===== config.mk =====
export PLATFORM = sky130hd
export DESIGN_NAME = ysyx_24070014_lsu
export DESIGN_NICKNAME = d
export VERILOG_FILES = /design/src/rtl/ysyx_24070014_lsu_pkg.sv /design/src/rtl/ysyx_24070014_lsu_align.sv /design/src/rtl/ysyx_24070014_lsu.sv
export SDC_FILE = /design/constraint.sdc
export NUM_CORES = 1
export LEC_CHECK = 0
export BUFFER_PORTS_ARGS = -buffer_cell sky130_fd_sc_hd__buf_2
export CORE_ASPECT_RATIO = 1.2
export CORE_MARGIN = 1
export CORE_UTILIZATION = 50
export DETAILED_ROUTE_END_ITERATION = 8
export HOLD_SLACK_MARGIN = 0.08
export PLACE_DENSITY = 0.9
export RECOVER_POWER = 100
export SETUP_SLACK_MARGIN = 0.15
export SYNTH_ARGS = -nofsm -noshare
export SYNTH_HDL_FRONTEND = slang
export SYNTH_HIERARCHICAL = 1
export SYNTH_SLANG_ARGS = --single-unit
export TNS_END_PERCENT = 5

===== constraint.sdc =====
create_clock -name clk_i -period 1.6 [get_ports clk_i]
set_input_delay 0 -clock clk_i [delete_from_list [all_inputs] [get_ports clk_i]]
set_output_delay 0 -clock clk_i [all_outputs]
set_load 0.1 [all_outputs]

===== src/rtl/ysyx_24070014_lsu_pkg.sv =====
// Shared definitions for the LSU: FSM states, funct3 codes and op legality helpers.
package ysyx_24070014_lsu_pkg;

    typedef enum logic [1:0] {StIdle, StReq, StWait, StResp} lsu_state_e;

    localparam int unsigned OpStoreBit = 3;

    localparam logic [2:0] F3Byte  = 3'b000;
    localparam logic [2:0] F3Half  = 3'b001;
    localparam logic [2:0] F3Word  = 3'b010;
    localparam logic [2:0] F3ByteU = 3'b100;
    localparam logic [2:0] F3HalfU = 3'b101;

    // op = {is_store, funct3}; stores have no unsigned variants
    function automatic logic op_legal(input logic [3:0] op);
        if (op[OpStoreBit]) begin
            return op[2:0] inside {F3Byte, F3Half, F3Word};
        end
        return op[2:0] inside {F3Byte, F3Half, F3Word, F3ByteU, F3HalfU};
    endfunction

    function automatic logic addr_misaligned(input logic [1:0] size, input logic [1:0] addr_lo);
        case (size)
            2'b01:   return addr_lo[0];
            2'b10:   return addr_lo != 2'b00;
            default: return 1'b0;
        endcase
    endfunction

endpackage


===== src/rtl/ysyx_24070014_lsu_align.sv =====
// Byte-lane steering: store mask/data placement and load extract with sign/zero extension.
module ysyx_24070014_lsu_align
    import ysyx_24070014_lsu_pkg::*;
(
    input  logic [2:0]  funct3_i,
    input  logic [1:0]  addr_lo_i,
    input  logic [31:0] wdata_i,
    input  logic [31:0] rdata_i,
    output logic [3:0]  wmask_o,
    output logic [31:0] wdata_o,
    output logic [31:0] rdata_o
);

    logic [31:0] rdata_shifted;

    always_comb begin
        wmask_o = 4'b0000;
        wdata_o = 32'h0;
        case (funct3_i[1:0])
            2'b00: begin
                wmask_o = 4'b0001 << addr_lo_i;
                wdata_o = {4{wdata_i[7:0]}};
            end
            2'b01: begin
                wmask_o = 4'b0011 << {addr_lo_i[1], 1'b0};
                wdata_o = {2{wdata_i[15:0]}};
            end
            2'b10: begin
                wmask_o = 4'b1111;
                wdata_o = wdata_i;
            end
            default: ;
        endcase
    end

    assign rdata_shifted = rdata_i >> {addr_lo_i, 3'b000};

    always_comb begin
        rdata_o = 32'h0;
        case (funct3_i)
            F3Byte:  rdata_o = {{24{rdata_shifted[7]}}, rdata_shifted[7:0]};
            F3Half:  rdata_o = {{16{rdata_shifted[15]}}, rdata_shifted[15:0]};
            F3Word:  rdata_o = rdata_i;
            F3ByteU: rdata_o = {24'h0, rdata_shifted[7:0]};
            F3HalfU: rdata_o = {16'h0, rdata_shifted[15:0]};
            default: rdata_o = 32'h0;
        endcase
    end

endmodule


===== src/rtl/ysyx_24070014_lsu.sv =====
// RV32 load/store unit: one blocking access at a time over a valid/ready memory bus.
module ysyx_24070014_lsu
    import ysyx_24070014_lsu_pkg::*;
#(
    parameter int unsigned WORD_LEN = 32,
    parameter int unsigned ADDR_LEN = 32
) (
    input  logic                clk_i,
    input  logic                rst_i,
    input  logic                req_valid_i,
    output logic                req_ready_o,
    input  logic [ADDR_LEN-1:0] req_addr_i,
    input  logic [WORD_LEN-1:0] req_wdata_i,
    input  logic [3:0]          req_op_i,
    output logic                rsp_valid_o,
    output logic [WORD_LEN-1:0] rsp_data_o,
    output logic                rsp_err_o,
    output logic                mem_req_valid_o,
    input  logic                mem_req_ready_i,
    output logic [ADDR_LEN-1:0] mem_addr_o,
    output logic                mem_wen_o,
    output logic [3:0]          mem_wmask_o,
    output logic [WORD_LEN-1:0] mem_wdata_o,
    input  logic                mem_rsp_valid_i,
    input  logic [WORD_LEN-1:0] mem_rdata_i
);

    lsu_state_e          state_q, state_d;
    logic [ADDR_LEN-1:0] addr_q, addr_d;
    logic [WORD_LEN-1:0] wdata_q, wdata_d;
    logic [WORD_LEN-1:0] rdata_q, rdata_d;
    logic [3:0]          op_q, op_d;
    logic                err_q, err_d;

    logic [3:0]          lane_wmask;
    logic [WORD_LEN-1:0] lane_wdata;
    logic [WORD_LEN-1:0] load_data;

    ysyx_24070014_lsu_align u_align (
        .funct3_i  (op_q[2:0]),
        .addr_lo_i (addr_q[1:0]),
        .wdata_i   (wdata_q),
        .rdata_i   (rdata_q),
        .wmask_o   (lane_wmask),
        .wdata_o   (lane_wdata),
        .rdata_o   (load_data)
    );

    always_ff @(posedge clk_i) begin
        if (rst_i) begin
            state_q <= StIdle;
            addr_q  <= '0;
            wdata_q <= '0;
            rdata_q <= '0;
            op_q    <= '0;
            err_q   <= 1'b0;
        end else begin
            state_q <= state_d;
            addr_q  <= addr_d;
            wdata_q <= wdata_d;
            rdata_q <= rdata_d;
            op_q    <= op_d;
            err_q   <= err_d;
        end
    end

    always_comb begin
        state_d = state_q;
        addr_d  = addr_q;
        wdata_d = wdata_q;
        rdata_d = rdata_q;
        op_d    = op_q;
        err_d   = err_q;
        unique case (state_q)
            StIdle: begin
                if (req_valid_i) begin
                    addr_d  = req_addr_i;
                    wdata_d = req_wdata_i;
                    op_d    = req_op_i;
                    err_d   = !op_legal(req_op_i) ||
                              addr_misaligned(req_op_i[1:0], req_addr_i[1:0]);
                    // Faulting accesses never touch the bus.
                    state_d = err_d ? StResp : StReq;
                end
            end
            StReq: begin
                if (mem_req_ready_i) state_d = StWait;
            end
            StWait: begin
                if (mem_rsp_valid_i) begin
                    rdata_d = mem_rdata_i;
                    state_d = StResp;
                end
            end
            StResp: state_d = StIdle;
            default: state_d = StIdle;
        endcase
    end

    always_comb begin
        req_ready_o     = 1'b0;
        rsp_valid_o     = 1'b0;
        rsp_data_o      = '0;
        rsp_err_o       = 1'b0;
        mem_req_valid_o = 1'b0;
        mem_addr_o      = '0;
        mem_wen_o       = 1'b0;
        mem_wmask_o     = 4'b0000;
        mem_wdata_o     = '0;
        unique case (state_q)
            StIdle: req_ready_o = 1'b1;
            StReq: begin
                mem_req_valid_o = 1'b1;
                mem_addr_o      = {addr_q[ADDR_LEN-1:2], 2'b00};
                mem_wen_o       = op_q[OpStoreBit];
                mem_wmask_o     = op_q[OpStoreBit] ? lane_wmask : 4'b0000;
                mem_wdata_o     = op_q[OpStoreBit] ? lane_wdata : '0;
            end
            StWait: ;
            StResp: begin
                rsp_valid_o = 1'b1;
                rsp_err_o   = err_q;
                rsp_data_o  = (err_q || op_q[OpStoreBit]) ? '0 : load_data;
            end
            default: ;
        endcase
    end

endmodule


==> results of run 1 <==
## per-stage QoR
step	area, um2	worst slack, ns	utilization
4_1_cts	10300	-0.474	0.933
3_5_place_dp	8790	-0.281	0.800
3_3_place_gp	8790	-0.117	0.800
2_1_floorplan	6040	0.0330	-
## logic make-up after synthesis
group / count (synthesis) / share of synthesized area
muxes: 12 / 0.0214
adders and majority gates: 7 / 0.0156
AOI/OAI and AO/OA: 203 / 0.209
buffers and inverters: 75 / 0.0642
DFF: 103 / 0.367
and+or+nand+nor: 389 / 0.321
other: 1 / 0.000668
## cells in the mapped netlist (all sizes together) (2+ instances only)
master	instances	share of area
nor2b	12	0.013
mux2i	12	0.021
ha	7	0.016
and3	36	0.040
nor2	15	0.010
a221oi	2	0.0042
inv	8	0.0054
clkbuf	41	0.027
dfxtp	103	0.37
a21o	9	0.012
a22o	7	0.011
nand2	239	0.16
a21oi	143	0.13
a211oi	3	0.0071
and2	74	0.082
a221o	7	0.012
nand2b	4	0.0045
o21ai	25	0.022
buf	26	0.031
nor3	6	0.0074
## routing by layer
metal / GRT usage / overflow
met1: 0.705 / 0
met2: 0.926 / 2
met3: 0.512 / 0
met4: 0.737 / 5
met5: 0.158 / 0
## timing repair
action                                  4_1_cts
endpoints found under the setup margin      107
hold endpoints to repair                    101
hold buffers                                101
pin swaps                                    12
resized for setup                            58
==> summary by stage, run 1 <==
Run status
The flow did not finish. The run ended at 5_1_grt. The tool reported: "[ERROR GRT-0232] Routing congestion too high. Check the congestion heatmap in the GUI".

Logic synthesis
Of the synthesized area, sequential elements account for 0.367. During synthesis, Yosys emitted a total of 6 warnings. The area of the mapped netlist is about 5600 um2. The count of unique library cells instantiated by Yosys is 38. The prevailing post-synth register cell is sky130_fd_sc_hd__dfxtp_1.

Synthesis produced a netlist whose cell count is between 700 and 800. A synthesized cell averages between 7 and 8 um2. The synthesized design contains 103 register bits.

The number of enable flip-flop cells after synthesis is 0. Counting flops with an async set or reset pin after synthesis yields a share of 0.

CTS
In this run, CTS created clock tree buffers numbering 9. The clock root buffer is sky130_fd_sc_hd__clkbuf_16. The clock passes through at most 2 buffers. The total number of clock tree sinks is around 100. The buffer count from post-CTS setup fixing is 0. The clock tree synthesis step divided the H-tree into 3 levels.

GRT
Entering global routing, the biggest net connects 47 pins. The global-route congestion overflow total is 7. Across every metal layer, demand over resource in global routing totals 0.716.

Floorplan
The count of pins on the block boundary is 210. The die is about 120 um tall. After floorplanning, the core was divided into 42 placement rows. The initial standard-cell utilization of the core is 0.511. The chip width is between 90 and 100 um.

Placement
The weighted congestion at the end of routability-driven global placement is ~0.99. In this run, placement finished with an instance count of between 1k and 1.5k. The total half-perimeter wirelength after legalization and detailed placement is 13.9 mm. The quantity of I/O buffers inserted on ports is ~210.

STA
The worst endpoint after global-route timing repair is rsp_data_o[13]. After the last repair the worst path ends at a primary output.
==> inputs of run 2 (changes only) <==
CORE_ASPECT_RATIO = unset   (was 1.2)
CORE_UTILIZATION = 40   (was 50)
HOLD_SLACK_MARGIN = unset   (was 0.08)
PLACE_DENSITY = unset   (was 0.9)
PLACE_DENSITY_LB_ADDON = 0.15   (was unset)
SETUP_SLACK_MARGIN = unset   (was 0.15)
==> summary by stage, run 2 <==
Placement
The setup slack after placement is -0.329 ns (-0.0473 ns). The weighted congestion at the end of routability-driven global placement is 0.875 (-12%). The number of instances in the placed design came to 1,148 (+4.0%).

The total half-perimeter wirelength after legalization and detailed placement is 12.9 mm (-7.2%). The total cell area at the placement stage is 8630 um2 (-1.8%). The quantity of I/O buffers inserted on ports is 207 (unchanged).

Final layout
The total non-filler cell area in the finished layout is a little over 10,000 um2. Leaving out filler cells and counting taps, the final layout contains roughly 1.3k. The library cell used most frequently in the layout, excluding fill and tap cells, is sky130_fd_sc_hd__nand2_1. The final antenna diode count is 0.

Leaving out fill and tap cells, the most frequent cells in the layout are sky130_fd_sc_hd__nand2_1 (237), sky130_fd_sc_hd__a21oi_1 (139), sky130_fd_sc_hd__buf_2 (106). Relative to the synthesized area, the layout overhead comes to 80.6%. In the final layout, the share of cells above drive strength 1 is 0.371. Once layout is complete, the utilization of the core stands at 0.753. In the final design database the tool counted between 1k and 1.5k nets. The largest registers in the layout are addr_q (32), rdata_q (32), wdata_q (32).

STA
The share of the clock period used by the worst path after layout is 1.25. Setup violations remaining at the end of the flow were counted as 88. The setup slack after layout is -0.393 ns. The final max-slew violation count came to 0. The final hold slack is 0.104 ns. For the finished layout, the period the worst path requires is about 2 ns. Setup repair after global routing could not meet its margin everywhere.

The worst pin sits at a relative slew slack of 0.640. The maximum clock frequency is 0.502 GHz. The actual slew at the worst max-slew pin is around 0.54 ns. Across the routed clock network, the largest skew measured is 0.0106 ns.

Summed over all failing endpoints, the final setup total negative slack is -19.42 ns. The count of final hold-check violations was 0.

CTS
The buffer depth of the longest clock path is 2 (unchanged). The CTS buffer count was 9 (unchanged). The root buffer cell chosen for the clock tree is sky130_fd_sc_hd__clkbuf_16. Clock-pin slew was measured on the worst setup and hold paths at about 0.07 ns.

The clock latency of the later-clocked register in the worst-skew pair is roughly 0.36 ns. TritonCTS built the clock tree. The number of H-tree levels is 3 (unchanged). The total number of clock tree sinks is 103 (unchanged).

Logic synthesis
The top cell type by total area after synthesis is sky130_fd_sc_hd__dfxtp_1. The area of the mapped netlist is 5610 um2 (unchanged). In the post-synthesis netlist, the biggest area contributors are sky130_fd_sc_hd__dfxtp_1 (37%), sky130_fd_sc_hd__nand2_1 (16%), sky130_fd_sc_hd__a21oi_1 (13%), sky130_fd_sc_hd__and2_1 (8.2%), sky130_fd_sc_hd__and3_1 (4.0%). The average footprint of a synthesized cell is 7.10 um2 (unchanged). The post-synthesis sequential area ratio is 0.367 (unchanged). The gate count after technology mapping came to 790 (unchanged). sky130_fd_sc_hd__nand2_1 is the most common cell in the netlist. The prevailing post-synth register cell is sky130_fd_sc_hd__dfxtp_1. Counting instances in the post-synthesis netlist gives the leading cell types as sky130_fd_sc_hd__nand2_1 (239), sky130_fd_sc_hd__a21oi_1 (143), sky130_fd_sc_hd__dfxtp_1 (103). The flop and latch count out of synthesis came to 103 (unchanged). The count of unique library cells instantiated by Yosys is 38 (unchanged). The share of flip-flops with an asynchronous set or reset after synthesis is 0 (unchanged). The number of warnings printed during yosys synthesis is 6 (unchanged). The share of the synthesized area in the top cell type is 0.367 (unchanged). The number of enable flip-flop cells after synthesis is 0 (unchanged).

Routing
Using the TritonRoute via totals, the vias-per-cell ratio works out to ~5.2. Before antenna repair, the detailed router went through 5 iterations. Across all layers, the routed design uses approximately 6.6k vias. For this block, the routed nets add up to 19.9 mm of wire. The number of DRC markers in iteration 0 is 512. The post-detailed-route wirelength per cell is roughly 16 um. In the routed design, unresolved DRC markers number 0.

Once detail routing completed, the nets flagged for antenna violations numbered 0.

Critical path
The largest individual stage delay along the critical path comes from the cell sky130_fd_sc_hd__dfxtp_4. In this run the worst path has a maximum fanout of 16. STA classifies the critical path endpoint as a primary output. The largest stage delay on the critical path is 0.42 ns. The arrival time of the worst setup path is between 1.5 and 2 ns. The critical path contains buffers and inverters numbering 2 combined. The cell family contributing the most delay on the critical path is flip-flops. The setup path with the least slack is of type flop to primary output. The most numerous cell type found on the critical path is sky130_fd_sc_hd__buf_12.

Traced cell by cell, the critical path runs through mux2i_1 -> nand2_1 -> a211oi_4 -> buf_12 -> a21oi_2 -> and2_2 -> buf_12. The sort of element at the start of the critical path is a flop. For the worst setup path, the data required time is roughly 1.6 ns.

Power
The total net switching power is 4.24 mW. For this design the ratio of total power to cell area is between 1000 and 1500 nW/um2. The static leakage is roughly 4.3 nW. The internal portion of the total power is slightly above 6 mW. The part of the power in registers is 0.328. IR analysis of the VDD net gives a maximum drop of between 700 and 800 uV.

The final total power is 10.3 mW. The share of total power dissipated in combinational logic is 0.460. Of the total power, the share spent switching nets is 0.412. The proportion of power drawn by the clock network is 0.212.

Hold path
The tightest min-delay check is of the primary input to flop type.

Floorplan
The die covers between 10,000 and 15,000 um2. The count of pins on the block boundary is 210 (unchanged). The initial standard-cell utilization of the core is 0.417 (-0.0938). The total area inside the core boundary comes to 13,500 um2. The floorplan die height came to 120 um (+2.0%). The chip width is 120 um (+22%). The placement row count came to 42 (unchanged).

GRT
The global-route congestion overflow total is 0. The number of antenna violations at the first check in global routing is 0. The first global-routing pass estimated 31.7 mm of wire.

The combined global-route utilization of all metal layers is 0.277. Entering global routing, the biggest net connects between 40 and 50 pins. The via count of the first global-routing pass is 6,396.

Flow run
The number of violations of the max-capacitance limit is 0.

Run status
The flow ran to the end, but the final reports show violations. The checks that failed: setup timing.
==> run 2: cell counts after synthesis <==
Identical to the previous run, type by type.
==> run 2: power by group through the flow <==
stage	Clock [mW]	Sequential [mW]	Combinational (mW)
after global placement	0	3.38	4.27
after detailed placement	0	3.40	4.33
final	2.18	3.37	4.74
after CTS	2.24	3.36	4.71
after floorplan	0	3.30	3.01
after global routing	2.34	3.42	5.09
==> run 2: final timing paths <==
path	end	slack [ns]	depth (start not counted)	startpoint
worst max register to register	wdata_q[10]	-0.01	6	state_q[0]
worst max-delay path	rsp_data_o[31]	-0.39	7	addr_q[0]
worst min register to register	addr_q[8]	0.45	2	addr_q[8]
worst min-delay path	rdata_q[23]	0.10	2	rst_i
==> run 2: area by class of cell <==
cell class	instances	area, um2
Timing Repair Buffer	356	3990
Tap cell	176	220
Multi-Input combinational cell	613	3530
Clock inverter	6	50.0
Clock buffer	10	239
Sequential cell	103	2070
Inverter	8	32.5
Fill cell	980	3320
==> run 2: cells by family (layout without fill, tap and decap cells) <==
logic type,count (synthesis),count (layout),share of synthesized area
simple gates,389,389,0.321
compound gates,203,203,0.209
buf+inv,75,380,0.0642
flops,103,103,0.367
other cells,1,2,0.000668
fa+ha+maj,7,7,0.0156
mux,12,12,0.0214
==> run 2: metal layers <==
metal	part of all wire	vias up	routed length, um	global-route usage
met5	0	-	0	0
met3	0.057	48	1140	0.0656
met2	0.51	230	10000	0.490
li1	-	3217	-	-
met1	0.40	3056	8020	0.314
met4	0.033	0	654	0.124
==> run 2: what timing repair did <==
action	CTS	global route
pin swaps	18	5
hold endpoints to repair	101	0
endpoints found under the setup margin	83	85
setup buffers	6	1
hold buffers	101	0
resized for setup	43	18
(Power assumes the default switching activity.)
==> inputs of run 3 (changes only) <==
CAP_MARGIN = 40   (was unset)
CTS_BUF_LIST = sky130_fd_sc_hd__clkbuf_16   (was unset)
==> summary by stage, run 3 (synthesized netlist as in run 2, its figures left out) <==
Run status
The flow ran to the end, but the final reports show violations. The checks that failed: setup timing.

Power
The static leakage came to 4.26 nW (-0.13%). The maximum vdd drop came to 703 uV (about the same). The power per cell area is 1010 nW/um2 (-0.30%).

STA
The count of final hold-check violations is 0 (unchanged). The tightest slew margin relative to the limit is 0.640 (unchanged). The actual slew at the worst max-slew pin was 0.543 ns (-0.000000775 ns). The final critical path time including I/O delays and setup was 1.99 ns (-0.000165 ns). The share of the clock period used by the worst path after layout came to 1.25 (about the same). The final max-slew violation count is 0 (unchanged). The final setup skew is 0.0107 ns (+0.0000608 ns). The final hold slack is 0.104 ns (+0.000747 ns). The final setup violation count is 87 (-1.1%).

The total negative setup slack was -19.40 ns (+0.0141 ns). The setup slack after layout is -0.393 ns (+0.000165 ns). Setup repair after global routing could not meet its margin everywhere. The maximum clock frequency is 0.502 GHz (about the same).

Flow run
The number of violations of the max-capacitance limit is 0 (unchanged).

Critical path
The startpoint-to-endpoint class of the critical path is flop to primary output. The highest fanout seen on the critical path came to 11 (-5). The sort of element at the start of the critical path is a flop.

The worst setup path startpoint is addr_q[0]. The worst reg-to-reg setup slack came to -0.02 ns (about the same). The arrival time of the worst setup path is 1.99 ns (about the same). The nature of the critical path endpoint is a primary output. The worst reg2reg path depth is 6 (unchanged). The capturing point of the worst reg2reg path is wdata_q[10]. The startpoint identified for the worst register-to-register timing path is state_q[0].

The data required time at the worst endpoint is 1.60 ns (about the same).

Hold path
The worst hold path begins at rst_i. The path with the worst hold slack has its endpoint at rdata_q[23]. The cell count of the worst hold path is 2 (unchanged).

The tightest min-delay check is of the primary input to flop type.

Floorplan
The floorplan die height is 120 um (unchanged). The initial standard-cell utilization of the core is 0.417 (unchanged). The chip width was 120 um (unchanged). The floorplan core area is 13,500 um2 (unchanged). The count of pins on the block boundary is 210 (unchanged).

The area of the die is 14,500 um2 (unchanged). The placement row count was 42 (unchanged).

Placement
The quantity of I/O buffers inserted on ports is 207 (unchanged). The total half-perimeter wirelength after legalization and detailed placement is 12.9 mm (unchanged). The weighted congestion at the end of routability-driven global placement is 0.875 (unchanged).

Routing
The sum of routed wire length over all layers is 20.0 mm (+0.55%). The average vias per placed instance is 5.15 (about the same). The number of search-and-repair iterations in the first detailed-routing pass is 5 (unchanged). The number of DRC markers in iteration 0 is 438 (-14%).

The number of nets still failing antenna checks after routing is 0 (unchanged). The total number of vias is 6,553 (+0.031%). The post-detailed-route wirelength per cell is 15.7 um (+0.55%).

The remaining routing DRC violations is 0 (unchanged).

Final layout
The layout-stage area growth over the synthesis result was 80.4% (about the same). The final core utilization is 0.753 (about the same). The layout net count was 1,203 (unchanged). The final antenna diode count is 0 (unchanged). The final-layout fill cell count is 983 (+0.31%).

The share of final-layout standard cells stronger than drive strength 1 was 0.370 (-0.000912). The largest registers in the layout are addr_q (32), rdata_q (32), wdata_q (32). The commonest non-fill, non-tap cell in the layout is sky130_fd_sc_hd__nand2_1.

Leaving out fill and tap cells, the most frequent cells in the layout are sky130_fd_sc_hd__nand2_1 (237), sky130_fd_sc_hd__a21oi_1 (139), sky130_fd_sc_hd__buf_2 (106).

CTS
The total number of clock tree sinks was 103 (unchanged). The clock input transition at the sequential cells of the worst setup and hold paths is 0.07 ns (about the same). The clock latency of the later-clocked register in the worst-skew pair is 0.36 ns (about the same).

The buffer depth of the longest clock path is 2 (unchanged). The CTS buffer count is 9 (unchanged). The number of H-tree levels is 3 (unchanged).

The tree is rooted in a sky130_fd_sc_hd__clkbuf_16. TritonCTS built the clock tree.

GRT
The largest net degree at the start of global routing is 49 (unchanged). The via count of the first global-routing pass is 6,420 (+0.38%). The number of antenna violations at the first check in global routing is 0 (unchanged).

The global-route congestion overflow total is 0 (unchanged). The combined global-route utilization of all metal layers came to 0.278 (+0.000608). The global-route wire length before repair is 31.8 mm (+0.26%).
## run 3: cell types whose count changed in the layout (fill, tap and decap cells not counted), sizes merged
cell / change
clkbuf: -1
clkinv: +1
## run 3: cell type report
class / instances / area (um2) / share of cell area
Clock inverter: 7 / 53.8 / 0.00531
Timing Repair Buffer: 356 / 3990 / 0.394
Tap cell: 176 / 220 / 0.0217
Multi-Input combinational cell: 613 / 3530 / 0.349
Sequential cell: 103 / 2070 / 0.205
Inverter: 8 / 32.5 / 0.00321
Clock buffer: 9 / 225 / 0.0222
## run 3: report_power, final
part / switching (mW) / internal (mW) / leakage [nW] / total [mW]
clock: 1.05 / 1.08 / 0.136 / 2.13
combinational: 2.83 / 1.91 / 3.28 / 4.74
sequential: 0.363 / 3.01 / 0.844 / 3.37
total: 4.25 / 5.99 / 4.26 / 10.2
## run 3: layer usage
metal / vias up / track usage / routed length, um
met5: - / 0 / 0
met4: 0 / 0.124 / 654
met3: 48 / 0.0656 / 1150
met2: 228 / 0.492 / 10100
met1: 3060 / 0.315 / 8070
li1: 3217 / - / -
## run 3: worst max-delay path, cell delays in order (launching register included)
cell,delay [ns]
sky130_fd_sc_hd__dfxtp_4,0.39
sky130_fd_sc_hd__buf_8,0.16
sky130_fd_sc_hd__nor2b_1,0.14
sky130_fd_sc_hd__buf_6,0.14
sky130_fd_sc_hd__a22o_1,0.17
sky130_fd_sc_hd__a221o_1,0.30
sky130_fd_sc_hd__and2_4,0.17
sky130_fd_sc_hd__buf_12,0.16
## run 3: how the worst max path moves through the flow
stage	slack, ns	to	depth (start not counted)
after floorplan	-0.12	rsp_data_o[31]	6
after global placement	-0.23	rsp_data_o[31]	7
after detailed placement	-0.33	rsp_data_o[31]	6
after CTS	-0.42	rsp_data_o[10]	6
after global routing	-0.46	rsp_data_o[31]	7
final	-0.39	rsp_data_o[10]	7
## run 3: through the flow
stage,cells,area [um2],power (mW),worst slack (ns)
floorplan,791,5880,6.30,-0.122
global placement,1148,8630,7.66,-0.232
detailed placement,1148,8630,7.74,-0.329
CTS,1271,10100,10.3,-0.416
global route,1272,10100,10.8,-0.465
finish,1272,10100,10.2,-0.393
## run 3: what timing repair did
action / 4_1_cts / 5_1_grt
pin swaps: 18 / 5
gates resized for setup: 43 / 18
buffers inserted: 6 / 1
endpoints found under the hold margin: 101 / 0
setup endpoints to repair: 83 / 85
cloned: 0 / 0
hold buffers: 101 / 0
